<file path="config.mk">
export PLATFORM = sky130hd
export DESIGN_NAME = multicycle_ctrl_flat
export DESIGN_NICKNAME = d
export VERILOG_FILES = /design/src/rtl/multicycle_ctrl_if.sv /design/src/rtl/multicycle_ctrl.sv /design/src/flat_wrapper.sv
export SDC_FILE = /design/constraint.sdc
export NUM_CORES = 1
export LEC_CHECK = 0
export BUFFER_PORTS_ARGS = -buffer_cell sky130_fd_sc_hd__clkbuf_2
export CORE_UTILIZATION = 50
export DETAILED_ROUTE_END_ITERATION = 10
export GPL_TIMING_DRIVEN = 1
export PLACE_DENSITY = 0.76
export SLEW_MARGIN = 20
export SYNTH_ARGS = -nofsm -noshare
export SYNTH_HDL_FRONTEND = slang
export SYNTH_SLANG_ARGS = --single-unit
</file>
<file path="constraint.sdc">
create_clock -name clk -period 7.06 [get_ports clk]
set_input_delay 2.118 -clock clk [delete_from_list [all_inputs] [get_ports clk]]
set_output_delay 2.118 -clock clk [all_outputs]
set_load 0.02 [all_outputs]
</file>
<file path="src/rtl/multicycle_ctrl_if.sv">
`default_nettype none
// ============================================================================
//  Module      : multicycle_ctrl_if
//  Description : Signal bundle between the multicycle control FSM and the
//                datapath / memory side.
//                master : the controller (drives strobes, selects, status)
//                slave  : datapath/memories (drive opcode, format, acks,
//                         branch condition)
//  Signals     : opcode[6:0], format[2:0], imem_ack, dmem_ack, br_taken,
//                imem_req, ir_we, pc_we, dmem_re, dmem_we, rf_we,
//                pc_sel[1:0], wb_sel[1:0], state[2:0], trap,
//                trap_cause[1:0], instret[31:0]
//  Revision    : 1.0  initial release
// ============================================================================
interface multicycle_ctrl_if;
    logic [6:0]  opcode;
    logic [2:0]  format;
    logic        imem_ack;
    logic        dmem_ack;
    logic        br_taken;

    logic        imem_req;
    logic        ir_we;
    logic        pc_we;
    logic        dmem_re;
    logic        dmem_we;
    logic        rf_we;
    logic [1:0]  pc_sel;
    logic [1:0]  wb_sel;
    logic [2:0]  state;
    logic        trap;
    logic [1:0]  trap_cause;
    logic [31:0] instret;

    modport master (
        input  opcode, format, imem_ack, dmem_ack, br_taken,
        output imem_req, ir_we, pc_we, dmem_re, dmem_we, rf_we,
        output pc_sel, wb_sel, state, trap, trap_cause, instret
    );

    modport slave (
        output opcode, format, imem_ack, dmem_ack, br_taken,
        input  imem_req, ir_we, pc_we, dmem_re, dmem_we, rf_we,
        input  pc_sel, wb_sel, state, trap, trap_cause, instret
    );
endinterface
`default_nettype wire

</file>
<file path="src/rtl/multicycle_ctrl.sv">
`default_nettype none
// ============================================================================
//  Module      : multicycle_ctrl
//  Description : Control FSM of a multicycle RISC-V style core.
//                IDLE -> FETCH -> DECODE -> EXEC -> (MEM) -> (WB) -> FETCH,
//                with a sticky TRAP state for illegal formats and memory
//                ack timeouts. Strobes are decoded combinationally from the
//                state, the latched opcode and the ack inputs.
//  Parameters  : WAIT_MAX - max cycles a memory request waits for ack (2..15)
//  Ports       : clk    - clock, rising edge
//                rst_n  - asynchronous active-low reset
//                bus    - multicycle_ctrl_if.master (inputs: opcode, format,
//                         imem_ack, dmem_ack, br_taken; outputs: strobes,
//                         pc_sel, wb_sel, state, trap, trap_cause, instret)
//  Revision    : 1.0  initial release
// ============================================================================
module multicycle_ctrl #(
    parameter int WAIT_MAX = 8
) (
    input  wire logic          clk,
    input  wire logic          rst_n,
    multicycle_ctrl_if.master  bus
);

    typedef enum logic [2:0] {
        S_IDLE   = 3'd0,
        S_FETCH  = 3'd1,
        S_DECODE = 3'd2,
        S_EXEC   = 3'd3,
        S_MEM    = 3'd4,
        S_WB     = 3'd5,
        S_TRAP   = 3'd6
    } state_t;

    localparam logic [6:0] c_OP_LOAD   = 7'd3;
    localparam logic [6:0] c_OP_STORE  = 7'd35;
    localparam logic [6:0] c_OP_BRANCH = 7'd99;
    localparam logic [6:0] c_OP_JAL    = 7'd111;
    localparam logic [6:0] c_OP_JALR   = 7'd103;

    localparam logic [2:0] c_FMT_UNDEF = 3'd7;

    localparam logic [1:0] c_CAUSE_ILLEGAL = 2'd1;
    localparam logic [1:0] c_CAUSE_IMEM_TO = 2'd2;
    localparam logic [1:0] c_CAUSE_DMEM_TO = 2'd3;

    // Last wait-counter value at which an ack is still accepted.
    localparam logic [3:0] c_WAIT_LAST = 4'(WAIT_MAX - 1);

    state_t      r_state;
    state_t      w_state_nxt;
    logic [6:0]  r_opc_q;
    logic [3:0]  r_wait_cnt;
    logic [1:0]  r_trap_cause;
    logic [1:0]  w_cause_nxt;
    logic [31:0] r_instret;

    logic        w_imem_req;
    logic        w_ir_we;
    logic        w_pc_we;
    logic        w_dmem_re;
    logic        w_dmem_we;
    logic        w_rf_we;
    logic [1:0]  w_pc_sel;
    logic [1:0]  w_wb_sel;
    logic        w_wait_limit;
    logic        w_waiting;

    assign w_wait_limit = (r_wait_cnt == c_WAIT_LAST);
    assign w_waiting    = (r_state == S_FETCH) || (r_state == S_MEM);

    // ------------------------------------------------------------------
    // Next-state and output decode
    // ------------------------------------------------------------------
    always_comb begin
        w_state_nxt = r_state;
        w_cause_nxt = r_trap_cause;
        w_imem_req  = 1'b0;
        w_ir_we     = 1'b0;
        w_pc_we     = 1'b0;
        w_dmem_re   = 1'b0;
        w_dmem_we   = 1'b0;
        w_rf_we     = 1'b0;
        w_pc_sel    = 2'd0;
        w_wb_sel    = 2'd0;

        case (r_state)
            S_IDLE: begin
                w_state_nxt = S_FETCH;
            end

            S_FETCH: begin
                w_imem_req = 1'b1;
                // An ack on the limit cycle takes priority over the timeout.
                if (bus.imem_ack) begin
                    w_ir_we     = 1'b1;
                    w_state_nxt = S_DECODE;
                end else if (w_wait_limit) begin
                    w_state_nxt = S_TRAP;
                    w_cause_nxt = c_CAUSE_IMEM_TO;
                end
            end

            S_DECODE: begin
                if (bus.format == c_FMT_UNDEF) begin
                    w_state_nxt = S_TRAP;
                    w_cause_nxt = c_CAUSE_ILLEGAL;
                end else begin
                    w_state_nxt = S_EXEC;
                end
            end

            S_EXEC: begin
                if ((r_opc_q == c_OP_LOAD) || (r_opc_q == c_OP_STORE)) begin
                    w_state_nxt = S_MEM;
                end else if (r_opc_q == c_OP_BRANCH) begin
                    w_pc_we     = 1'b1;
                    w_pc_sel    = bus.br_taken ? 2'd1 : 2'd0;
                    w_state_nxt = S_FETCH;
                end else begin
                    w_state_nxt = S_WB;
                end
            end

            S_MEM: begin
                w_dmem_re = (r_opc_q == c_OP_LOAD);
                w_dmem_we = (r_opc_q == c_OP_STORE);
                if (bus.dmem_ack) begin
                    if (r_opc_q == c_OP_STORE) begin
                        // Stores retire here; there is nothing to write back.
                        w_pc_we     = 1'b1;
                        w_state_nxt = S_FETCH;
                    end else begin
                        w_state_nxt = S_WB;
                    end
                end else if (w_wait_limit) begin
                    w_state_nxt = S_TRAP;
                    w_cause_nxt = c_CAUSE_DMEM_TO;
                end
            end

            S_WB: begin
                w_pc_we     = 1'b1;
                w_rf_we     = (r_opc_q != c_OP_STORE) && (r_opc_q != c_OP_BRANCH);
                w_state_nxt = S_FETCH;
                case (r_opc_q)
                    c_OP_LOAD: w_wb_sel = 2'd1;
                    c_OP_JAL:  w_wb_sel = 2'd2;
                    c_OP_JALR: w_wb_sel = 2'd2;
                    default:   w_wb_sel = 2'd0;
                endcase
                case (r_opc_q)
                    c_OP_JAL:  w_pc_sel = 2'd1;
                    c_OP_JALR: w_pc_sel = 2'd2;
                    default:   w_pc_sel = 2'd0;
                endcase
            end

            S_TRAP: begin
                w_state_nxt = S_TRAP;
            end

            default: begin
                w_state_nxt = S_IDLE;
            end
        endcase
    end

    // ------------------------------------------------------------------
    // State, latched opcode, wait counter, trap cause, retired count
    // ------------------------------------------------------------------
    always_ff @(posedge clk or negedge rst_n) begin
        if (!rst_n) begin
            r_state      <= S_IDLE;
            r_opc_q      <= 7'd0;
            r_wait_cnt   <= 4'd0;
            r_trap_cause <= 2'd0;
            r_instret    <= 32'd0;
        end else begin
            r_state      <= w_state_nxt;
            r_trap_cause <= w_cause_nxt;
            if (r_state == S_DECODE) begin
                r_opc_q <= bus.opcode;
            end
            // Counts only while parked in a waiting state; any transition
            // (including entry into FETCH/MEM) restarts it from zero.
            if (w_waiting && (w_state_nxt == r_state)) begin
                r_wait_cnt <= r_wait_cnt + 4'd1;
            end else begin
                r_wait_cnt <= 4'd0;
            end
            r_instret <= r_instret + {31'd0, w_pc_we};
        end
    end

    assign bus.imem_req   = w_imem_req;
    assign bus.ir_we      = w_ir_we;
    assign bus.pc_we      = w_pc_we;
    assign bus.dmem_re    = w_dmem_re;
    assign bus.dmem_we    = w_dmem_we;
    assign bus.rf_we      = w_rf_we;
    assign bus.pc_sel     = w_pc_sel;
    assign bus.wb_sel     = w_wb_sel;
    assign bus.state      = r_state;
    assign bus.trap       = (r_state == S_TRAP);
    assign bus.trap_cause = r_trap_cause;
    assign bus.instret    = r_instret;

endmodule
`default_nettype wire

</file>
<file path="src/flat_wrapper.sv">
// flat-port wrapper written by rule: the top's interface ports become plain ports
module multicycle_ctrl_flat 
#(
    parameter int WAIT_MAX = 8
)
  (clk, rst_n, bus_opcode, bus_format, bus_imem_ack, bus_dmem_ack, bus_br_taken, bus_imem_req, bus_ir_we, bus_pc_we, bus_dmem_re, bus_dmem_we, bus_rf_we, bus_pc_sel, bus_wb_sel, bus_state, bus_trap, bus_trap_cause, bus_instret);
  multicycle_ctrl_if bus_i ();
  input  wire logic clk;
  input  wire logic rst_n;
  input wire logic [$bits(bus_i.opcode)-1:0] bus_opcode;
  input wire logic [$bits(bus_i.format)-1:0] bus_format;
  input wire logic [$bits(bus_i.imem_ack)-1:0] bus_imem_ack;
  input wire logic [$bits(bus_i.dmem_ack)-1:0] bus_dmem_ack;
  input wire logic [$bits(bus_i.br_taken)-1:0] bus_br_taken;
  output wire logic [$bits(bus_i.imem_req)-1:0] bus_imem_req;
  output wire logic [$bits(bus_i.ir_we)-1:0] bus_ir_we;
  output wire logic [$bits(bus_i.pc_we)-1:0] bus_pc_we;
  output wire logic [$bits(bus_i.dmem_re)-1:0] bus_dmem_re;
  output wire logic [$bits(bus_i.dmem_we)-1:0] bus_dmem_we;
  output wire logic [$bits(bus_i.rf_we)-1:0] bus_rf_we;
  output wire logic [$bits(bus_i.pc_sel)-1:0] bus_pc_sel;
  output wire logic [$bits(bus_i.wb_sel)-1:0] bus_wb_sel;
  output wire logic [$bits(bus_i.state)-1:0] bus_state;
  output wire logic [$bits(bus_i.trap)-1:0] bus_trap;
  output wire logic [$bits(bus_i.trap_cause)-1:0] bus_trap_cause;
  output wire logic [$bits(bus_i.instret)-1:0] bus_instret;
  assign bus_i.opcode = bus_opcode;
  assign bus_i.format = bus_format;
  assign bus_i.imem_ack = bus_imem_ack;
  assign bus_i.dmem_ack = bus_dmem_ack;
  assign bus_i.br_taken = bus_br_taken;
  assign bus_imem_req = bus_i.imem_req;
  assign bus_ir_we = bus_i.ir_we;
  assign bus_pc_we = bus_i.pc_we;
  assign bus_dmem_re = bus_i.dmem_re;
  assign bus_dmem_we = bus_i.dmem_we;
  assign bus_rf_we = bus_i.rf_we;
  assign bus_pc_sel = bus_i.pc_sel;
  assign bus_wb_sel = bus_i.wb_sel;
  assign bus_state = bus_i.state;
  assign bus_trap = bus_i.trap;
  assign bus_trap_cause = bus_i.trap_cause;
  assign bus_instret = bus_i.instret;
  multicycle_ctrl #(.WAIT_MAX(WAIT_MAX)) u_core (.clk(clk), .rst_n(rst_n), .bus(bus_i));
endmodule
</file>
==> flow_summary.ini <==
[die]
die_y_um = 71.7
die_w_um = 71.7
io_pins = 63
die-area_um2 = 5140
start_util_pct = 53.9
rows = 24
coreArea_um2 = 4500

[timing]
finalHoldViolCount = 0
setup_viol = 0
slew_headroom_pct = 49.6
skew_ns = 0.0141
tns_ns = 0
rsz0062_at_grt = no
fin_crit_ns = 4.98
worst_pin_slew_ns = 0.749
max_freq_mhz = 201
postLayoutSetupSlackWorst_ns = 2.08
drv_slew = 0
period_share_pct = 70.5

[clocking]
numCtsBuffers = 5
clockBufferDepth = 2
postCtsResizedCells = 0
postCtsSetupBuffers = 0
cts_tree = yes
cts.sinks = 48
root_buffer = clkbuf_8
htreeDepth = 2
ctsHoldBuffers = 0
clk_latency_ns = 0.30
path_clk_slew_ns = 0.10

[global_routing]
grt_max_degree = 49
gr-total-overflow = 0
antenna_found_initial = 0
grt_pass1_vias = 1718
grt_usage_pct = 19.1
grt_pass1_wl_um = 7780

[drt]
firstDrtPassIters = 4
via_per_inst = 5.50
finalWirelength_um = 4790
num_vias = 1882
ant_nets = 0
drtIter0Drc = 88
drc = 0
drt-wirelength-per-cell_um = 14.0

[hold_path]
hold_path.class = flop to flop
hold_start = u_core.r_wait_cnt[0]

[power_and_ir_drop]
p_leak_uw = 0.00144
cellPowerDensity_nw_per_um2 = 294
comb_power_share_pct = 26.4
power.net_switching_uw = 291
internal_power_uw = 566
ir_worst_vdd_v = 0.000182
sequentialPowerShare_pct = 46.1
clock_power_share_pct = 27.5
switching_share_pct = 34.0

[run]
maxCapViolations = 0

[critical_path]
crit_path_start = bus_dmem_ack
crit_required_ns = 4.94
critPathArrivalTime_ns = 2.86
rr_endpoint = u_core.bus.instret[24]
r2r_cells = 10
crit_fanout = 3
path_class = input pin to output pin
critPathCaptureType = output pin
ff2ff_setup_slack_ns = 3.80
worstReg2RegStart = u_core.r_opc_q[4]
cp-start-kind = input pin
worstSetupEndpoint = bus_pc_we

[logic_synthesis]
synth-edff-count = 0
yosysUniqueCellTypes = 46
syn-num-nets = 243
yosysSeqAreaShare_pct = 49.4
yosysWarnings = 0
ys_ff_latch = 48
netlist_area_um2 = 2430
synthArstFlopShare_pct = 100
synth_cells = 225
avgSynthCellArea_um2 = 10.8
synth_flop_cell = dfrtp_1

[final_layout]
n_antenna_cell = 0
area_growth_syn_to_layout_pct = 20.1
fin_nets = 307
drive_gt1_share_pct = 31.0

[place]
dp_worst_setup_slack_ns = 2.07
gp_congestion = 0.787
hpwl_um = 3400
port_buffers = 62

[run_status]
status = finished, final reports clean
## stage by stage
stage	total power, µW	hold WS, ns	std cells	area [µm²]	utilization [%]
finish	857	0.474	342	2920	64.8
CTS	862	0.478	342	2920	64.8
global route	903	0.498	342	2920	64.8
global placement	622	0.454	334	2780	61.8
detailed placement	627	0.461	334	2780	61.8
floorplan	553	0.433	225	2430	-
## cell families (layout without fill, tap and decap cells)
family | after synthesis | count (layout) | synth area share, %
XOR/XNOR | 33 | 33 | 11.9
adder cells (fa/ha/maj) | 3 | 3 | 1.54
flip-flops | 48 | 48 | 49.4
AO/OA/AOI/OAI | 15 | 15 | 4.17
multiplexers | 9 | 9 | 4.12
buffers and inverters | 19 | 84 | 3.30
AND/OR/NAND/NOR | 98 | 98 | 25.5
## routing by layer
metal,share of wire [%],vias up,GRT usage (%)
li1,-,919,-
met1,46,899,24.8
met2,48,62,32.5
met3,5.2,2,3.66
met4,0.54,0,5.88
met5,0,-,0
## sequential cells by signal, indices dropped and copies added (netlist names)
register	cells
u_core.bus.instret	32
u_core.r_opc_q	7
u_core.r_wait_cnt	4
u_core.bus.state	3
u_core.bus.trap_cause	2
## power by group through the flow
stage,registers [µW],logic (µW),clock network (µW)
after floorplan,396,156,0
after global placement,398,224,0
after detailed placement,400,227,0
after CTS,395,228,239
after global routing,406,251,246
final,395,226,236
## cells in the final DEF, fill, tap and decap left out, types with 8 or more instances in the layout
master,netlist,layout
xnor2_1,18,18
nor2_1,15,15
nor3_1,10,10
nand2_1,13,13
nand3_1,11,11
dfrtp_1,48,48
clkbuf_2,0,62
xor2_1,15,15
inv_1,13,13
nand4_1,12,12
mux2_2,8,8
## synthesized netlist by cell type, drive strengths merged (5+ instances only)
cell type  number  area share (%)
inv            13             2.0
nor4            9             4.1
nand4          12             3.1
nand3          11             2.3
nor3           12             2.9
mux2            8             3.7
and2            5             1.3
nor2           15             2.3
dfrtp          48              49
nand2          14             2.3
xor2           15             5.4
xnor2          18             6.5
## cell type report
cell class                      count  area, µm²
Clock inverter                      3       68.8
Sequential cell                    48       1200
Clock buffer                        5       68.8
Inverter                           13       48.8
Timing Repair Buffer               63        318
Multi-Input combinational cell    158       1150
Tap cell                           52       65.1
Fill cell                         408       1590
## worst max-delay path: stages
cell	delay, ns
clkbuf_2	0.10
inv_1	0.05
o31ai_1	0.23
a22o_1	0.19
clkbuf_2	0.18
## worst min-delay path by stage
stage,endpoint,slack (ns),cells past startpoint
4_1_cts,u_core.r_wait_cnt[0],0.48,1
6_report,u_core.r_wait_cnt[0],0.47,1
3_3_place_gp,u_core.r_wait_cnt[0],0.45,1
2_1_floorplan,u_core.r_wait_cnt[0],0.43,1
5_1_grt,u_core.r_wait_cnt[0],0.50,1
3_5_place_dp,u_core.r_wait_cnt[0],0.46,1
Power figures use the tool's default switching activity.
